## config.mk

```make
export PLATFORM = sky130hd
export DESIGN_NAME = change_dispenser
export DESIGN_NICKNAME = d
export VERILOG_FILES = /design/src/rtl/change_dispenser.sv
export SDC_FILE = /design/constraint.sdc
export NUM_CORES = 1
export LEC_CHECK = 0
export CAP_MARGIN = 0
export CORE_UTILIZATION = 57
export DETAILED_ROUTE_END_ITERATION = 8
export PLACE_DENSITY = 0.86
export SLEW_MARGIN = 20
export SYNTH_ARGS = -nofsm -noshare
export SYNTH_HDL_FRONTEND = slang
export SYNTH_SLANG_ARGS = --single-unit
export TNS_END_PERCENT = 5
```

## constraint.sdc

```tcl
create_clock -name clk -period 6.75 [get_ports clk]
set_input_delay 2.025 -clock clk [delete_from_list [all_inputs] [get_ports clk]]
set_output_delay 2.025 -clock clk [all_outputs]
set_load 0.03 [all_outputs]
```

## src/rtl/change_dispenser.sv

```systemverilog
// change_dispenser
//   Pays out a change amount from vending_mach as 10 Rs / 5 Rs coins, one coin
//   per eject request, greedy tens-first. Each eject is held until the
//   mechanism acknowledges with coin_drop or EJECT_TIMEOUT cycles pass, in
//   which case that tube is treated as jammed (count zeroed, fault raised).
//
// Ports
//   clk, reset       : clock, synchronous active-low reset
//   give, change     : payout request strobe and amount (accepted in IDLE only)
//   refill           : add refill_ten / refill_five coins to the tubes
//   coin_drop        : mechanism ack, one coin has left (honoured in EJECT only)
//   eject_ten/five   : one-coin requests, high exactly while ejecting
//   busy, done       : payout in progress / one-cycle end-of-payout pulse
//   shortfall        : rupees that could not be returned, valid from done
//   ten_count/five_count : tube inventories (saturating at TUBE_MAX)
//   fault            : jam seen in the current/last payout
module change_dispenser #(
  parameter int EJECT_TIMEOUT = 15,
  parameter int TUBE_MAX      = 31
) (
  input  logic       clk,
  input  logic       reset,
  input  logic       give,
  input  logic [4:0] change,
  input  logic       refill,
  input  logic [4:0] refill_ten,
  input  logic [4:0] refill_five,
  input  logic       coin_drop,
  output logic       eject_ten,
  output logic       eject_five,
  output logic       busy,
  output logic       done,
  output logic [4:0] shortfall,
  output logic [4:0] ten_count,
  output logic [4:0] five_count,
  output logic       fault
);

  localparam int TW = $clog2(EJECT_TIMEOUT + 1);

  typedef enum logic [2:0] {IDLE, SELECT, EJECT, GAP, FINISH} state_t;

  state_t         state, state_nx;
  logic [4:0]     remaining, rem_nx;
  logic           sel_ten, sel_ten_nx;
  logic [TW-1:0]  timer, timer_nx;
  logic           fault_nx, busy_nx, done_nx;
  logic [4:0]     shortfall_nx, ten_nx, five_nx;
  logic           dec_ten, dec_five, jam_ten, jam_five;
  logic           timeout;

  // count + add - dec, clamped to TUBE_MAX. Computed wide so the clamp sees
  // the true sum; dec never exceeds count because a tube is only selected
  // when non-empty and nothing but a jam can lower it while ejecting.
  function automatic logic [4:0] tube_next(input logic [4:0] cnt,
                                           input logic [4:0] add,
                                           input logic       dec);
    logic [6:0] sum;
    sum = {2'b00, cnt} + {2'b00, add} - {6'd0, dec};
    if (sum > 7'(TUBE_MAX)) return 5'(TUBE_MAX);
    return sum[4:0];
  endfunction

  // Timer holds the number of completed EJECT cycles, so the line stays high
  // for exactly EJECT_TIMEOUT cycles before the jam is declared.
  assign timeout    = (timer == TW'(EJECT_TIMEOUT - 1));
  assign eject_ten  = (state == EJECT) &&  sel_ten;
  assign eject_five = (state == EJECT) && !sel_ten;

  always_comb begin
    state_nx     = state;
    rem_nx       = remaining;
    sel_ten_nx   = sel_ten;
    timer_nx     = timer;
    fault_nx     = fault;
    busy_nx      = busy & ~done;   // busy covers the done cycle, drops after
    done_nx      = 1'b0;
    shortfall_nx = shortfall;
    dec_ten      = 1'b0;
    dec_five     = 1'b0;
    jam_ten      = 1'b0;
    jam_five     = 1'b0;

    case (state)
      IDLE: begin
        if (give) begin
          rem_nx   = change;
          fault_nx = 1'b0;
          busy_nx  = 1'b1;
          state_nx = SELECT;
        end
      end
      SELECT: begin
        timer_nx = '0;
        if (remaining >= 5'd10 && ten_count != 5'd0) begin
          sel_ten_nx = 1'b1;
          state_nx   = EJECT;
        end else if (remaining >= 5'd5 && five_count != 5'd0) begin
          sel_ten_nx = 1'b0;
          state_nx   = EJECT;
        end else begin
          state_nx = FINISH;
        end
      end
      EJECT: begin
        if (coin_drop) begin
          // ack beats a simultaneous timeout
          dec_ten  = sel_ten;
          dec_five = !sel_ten;
          rem_nx   = remaining - (sel_ten ? 5'd10 : 5'd5);
          state_nx = GAP;
        end else if (timeout) begin
          fault_nx = 1'b1;
          jam_ten  = sel_ten;
          jam_five = !sel_ten;
          state_nx = SELECT;
        end else begin
          timer_nx = timer + TW'(1);
        end
      end
      GAP:    state_nx = SELECT;
      FINISH: begin
        done_nx      = 1'b1;
        shortfall_nx = remaining;
        state_nx     = IDLE;
      end
      default: state_nx = IDLE;
    endcase

    // a jammed tube reads empty regardless of a same-cycle refill
    ten_nx  = jam_ten  ? 5'd0 : tube_next(ten_count,  refill ? refill_ten  : 5'd0, dec_ten);
    five_nx = jam_five ? 5'd0 : tube_next(five_count, refill ? refill_five : 5'd0, dec_five);
  end

  always_ff @(posedge clk) begin
    if (!reset) begin
      state      <= IDLE;
      remaining  <= '0;
      sel_ten    <= 1'b0;
      timer      <= '0;
      fault      <= 1'b0;
      busy       <= 1'b0;
      done       <= 1'b0;
      shortfall  <= '0;
      ten_count  <= '0;
      five_count <= '0;
    end else begin
      state      <= state_nx;
      remaining  <= rem_nx;
      sel_ten    <= sel_ten_nx;
      timer      <= timer_nx;
      fault      <= fault_nx;
      busy       <= busy_nx;
      done       <= done_nx;
      shortfall  <= shortfall_nx;
      ten_count  <= ten_nx;
      five_count <= five_nx;
    end
  end

endmodule

```

==> flow_summary.ini <==
[layout]
layout_commonest_cell = clkdlybuf4s50_1
antenna_cells = 0
nets = 353
drive_gt1_frac = 0.0459
layout_common_cells = 39 x clkdlybuf4s50_1, 38 x inv_1, 31 x dfxtp_1
finalInstanceArea_um2 = 2690
syn_to_final_growth_pct = 22.8

[logic_synthesis]
synth_top_area_share = 0.284
synth_area_per_cell_um2 = 8.19
synth_cell_types = 48
ys_seq_area_frac = 0.284
yosys_warnings = 0
async_flop_share = 0
synthTopCellsByArea = dfxtp_1 28%, ha_1 15%, inv_1 6.5%, a21oi_1 4.8%, nand2_1 4.5%
synth_ff_type = dfxtp_1
synth_seq_cells = 31
netlist_instances = 267
synth_edf_count = 0
synth.largest_area_cell = dfxtp_1
syn-cell-area_um2 = 2190
syn-num-nets = 316

[critical_path]
worstPathRequired_ns = 6.89
cp-startpoint = refill
end_kind = flip-flop
arrival_ns = 4.43
r2r_slack_ns = 3.97
critPathKind = in -> reg
r2r_start = state[1]
cp_max_fo = 10
worstSetupStartpointType = primary input

[die]
io_pins = 40
core-area_um2 = 3660
dieArea_um2 = 4090
start_util = 0.597
rows = 22
dieHeight_um = 63.9
die_x_um = 63.9

[placement]
port_buffers = 39
dpl_cell_area_um2 = 2580
gp_congestion = 0.870
dp_hpwl_um = 3370

[clocking]
cts_buffers = 5
cts_tree = done
cts_resized = 0
clkLatencyLatePin_ns = 0.28
htreeDepth = 2
cts_sinks = 31
clockBufferDepth = 2
path_clk_slew_ns = 0.06
cts_setup_buffers = 0
cts-root-buf = clkbuf_8
ctsHoldBuffers = 0

[sta]
worstMarginPinSlew_ns = 0.777
finalCritPeriodShare = 0.636
hold_violations = 0
rsz0062_at_grt = false
fmax_ghz = 0.233
tns_ns = 0
setup_viol = 0
drv_slew = 0
timing.hold.ws_ns = 0.491
slew_headroom = 0.481
period_needed_ns = 4.29
finalClockSkew_ns = 0.00323

[flow_run]
drv_cap = 0

[pwr]
power_density_nw_per_um2 = 393
pwr-share-seq = 0.252
comb_power_share = 0.596
power.share.clock = 0.152
switchingPower_w = 0.000462
power.leakage_nw = 1.17
swShare = 0.437
irDropWorstVdd_mv = 0.282
p_int_w = 0.000594

[routing]
via_count = 1910
top_layer = met4
drcViolationCount = 0
first_iter_violations = 127
post_drt_wl_per_cell_um = 12.9
ant_nets = 0
viasPerCell = 5.41
wl_met3_um = 186
routed-wl-met2_um = 2090
wirelength_um = 4550
wl_met1_um = 2220
drtPass1Iterations = 4

[global_route]
grt.overflow.total = 0
grt_pass1_wl_um = 7760
antenna_found_initial = 0
grt_pass1_vias = 1750
grt.total_usage = 0.245
grt_max_degree = 24

[run_status]
status = finished, final reports clean

[worst_hold_path]
hold_start = fault
min_path_type = reg -> reg
## critical path, cell delays in order
cell and delay, ns:
clkdlybuf4s50_1 0.65, nand2_1 0.09, ha_1 0.28, inv_1 0.04, ha_1 0.21, fa_1 0.42, a21oi_1 0.16, nor2b_1 0.10
or2_2 0.28, a21oi_1 0.13, nor3_1 0.06
## flip-flops by register name, summed over array words and instances (netlist names)
signal	flops
busy	1
done	1
fault	1
five_count	5
remaining	5
sel_ten	1
shortfall	5
state	3
ten_count	5
timer	4
## final cells by class
class                   count  area (um^2)
multi-input cells         189         1370
inverters                  38          143
well taps                  48         60.1
flip-flops and latches     31          621
clock buffers               8          100
fillers                   293          976
repair buffers             39          390
## Yosys cell counts (all sizes together), types with 4 or more instances
cell    instances
inv            38
o21ai          10
a21oi          22
o211ai          4
and2            4
o31ai           4
dfxtp          31
buf             5
a211oi          4
nor2           12
nor3b           4
nor2b           9
ha             26
clkbuf          4
nand3           8
mux2i           7
nand2          26
## metrics by stage
step	setup WS [ns]	util	total power (W)	cells
after detailed placement	2.14	0.706	0.000893	345
after floorplan	2.68	-	0.000737	267
final	2.46	0.733	0.00106	353
after CTS	2.45	0.733	0.00106	353
after global placement	2.20	0.706	0.000881	345
after global routing	2.21	0.733	0.00115	353
## kinds of logic (layout without fill, tap and decap cells)
family                     after synthesis  after routing  share of synthesized area
and+or+nand+nor                         84             84                      0.209
xor gates and xnor gates                 6              6                     0.0240
DFF                                     31             31                      0.284
AOI/OAI and AO/OA                       63             63                      0.186
adders and majority gates               29             29                      0.176
muxes                                    7              7                     0.0320
buffers and inverters                   47             85                     0.0892
## power by group through the flow
stage	registers, W	logic, W	clock network, W
6_report	0.000266	0.000629	0.000161
5_1_grt	0.000272	0.000707	0.000174
3_5_place_dp	0.000271	0.000622	0
2_1_floorplan	0.000318	0.000419	0
4_1_cts	0.000267	0.000628	0.000163
3_3_place_gp	0.000270	0.000611	0
## layer usage
layer / global-route usage / vias up
li1: - / 995
met1: 0.343 / 867
met2: 0.378 / 40
met3: 0.0536 / 8
met4: 0.0682 / 0
met5: 0 / -
## path summary, 6_finish.rpt
path                        to  cells after the start
setup / recovery  ten_count[4]                     11
hold / removal           fault                      2
setup reg to reg  ten_count[3]                     11
hold reg to reg          fault                      2
No activity file was read; power rests on OpenSTA's default activity.
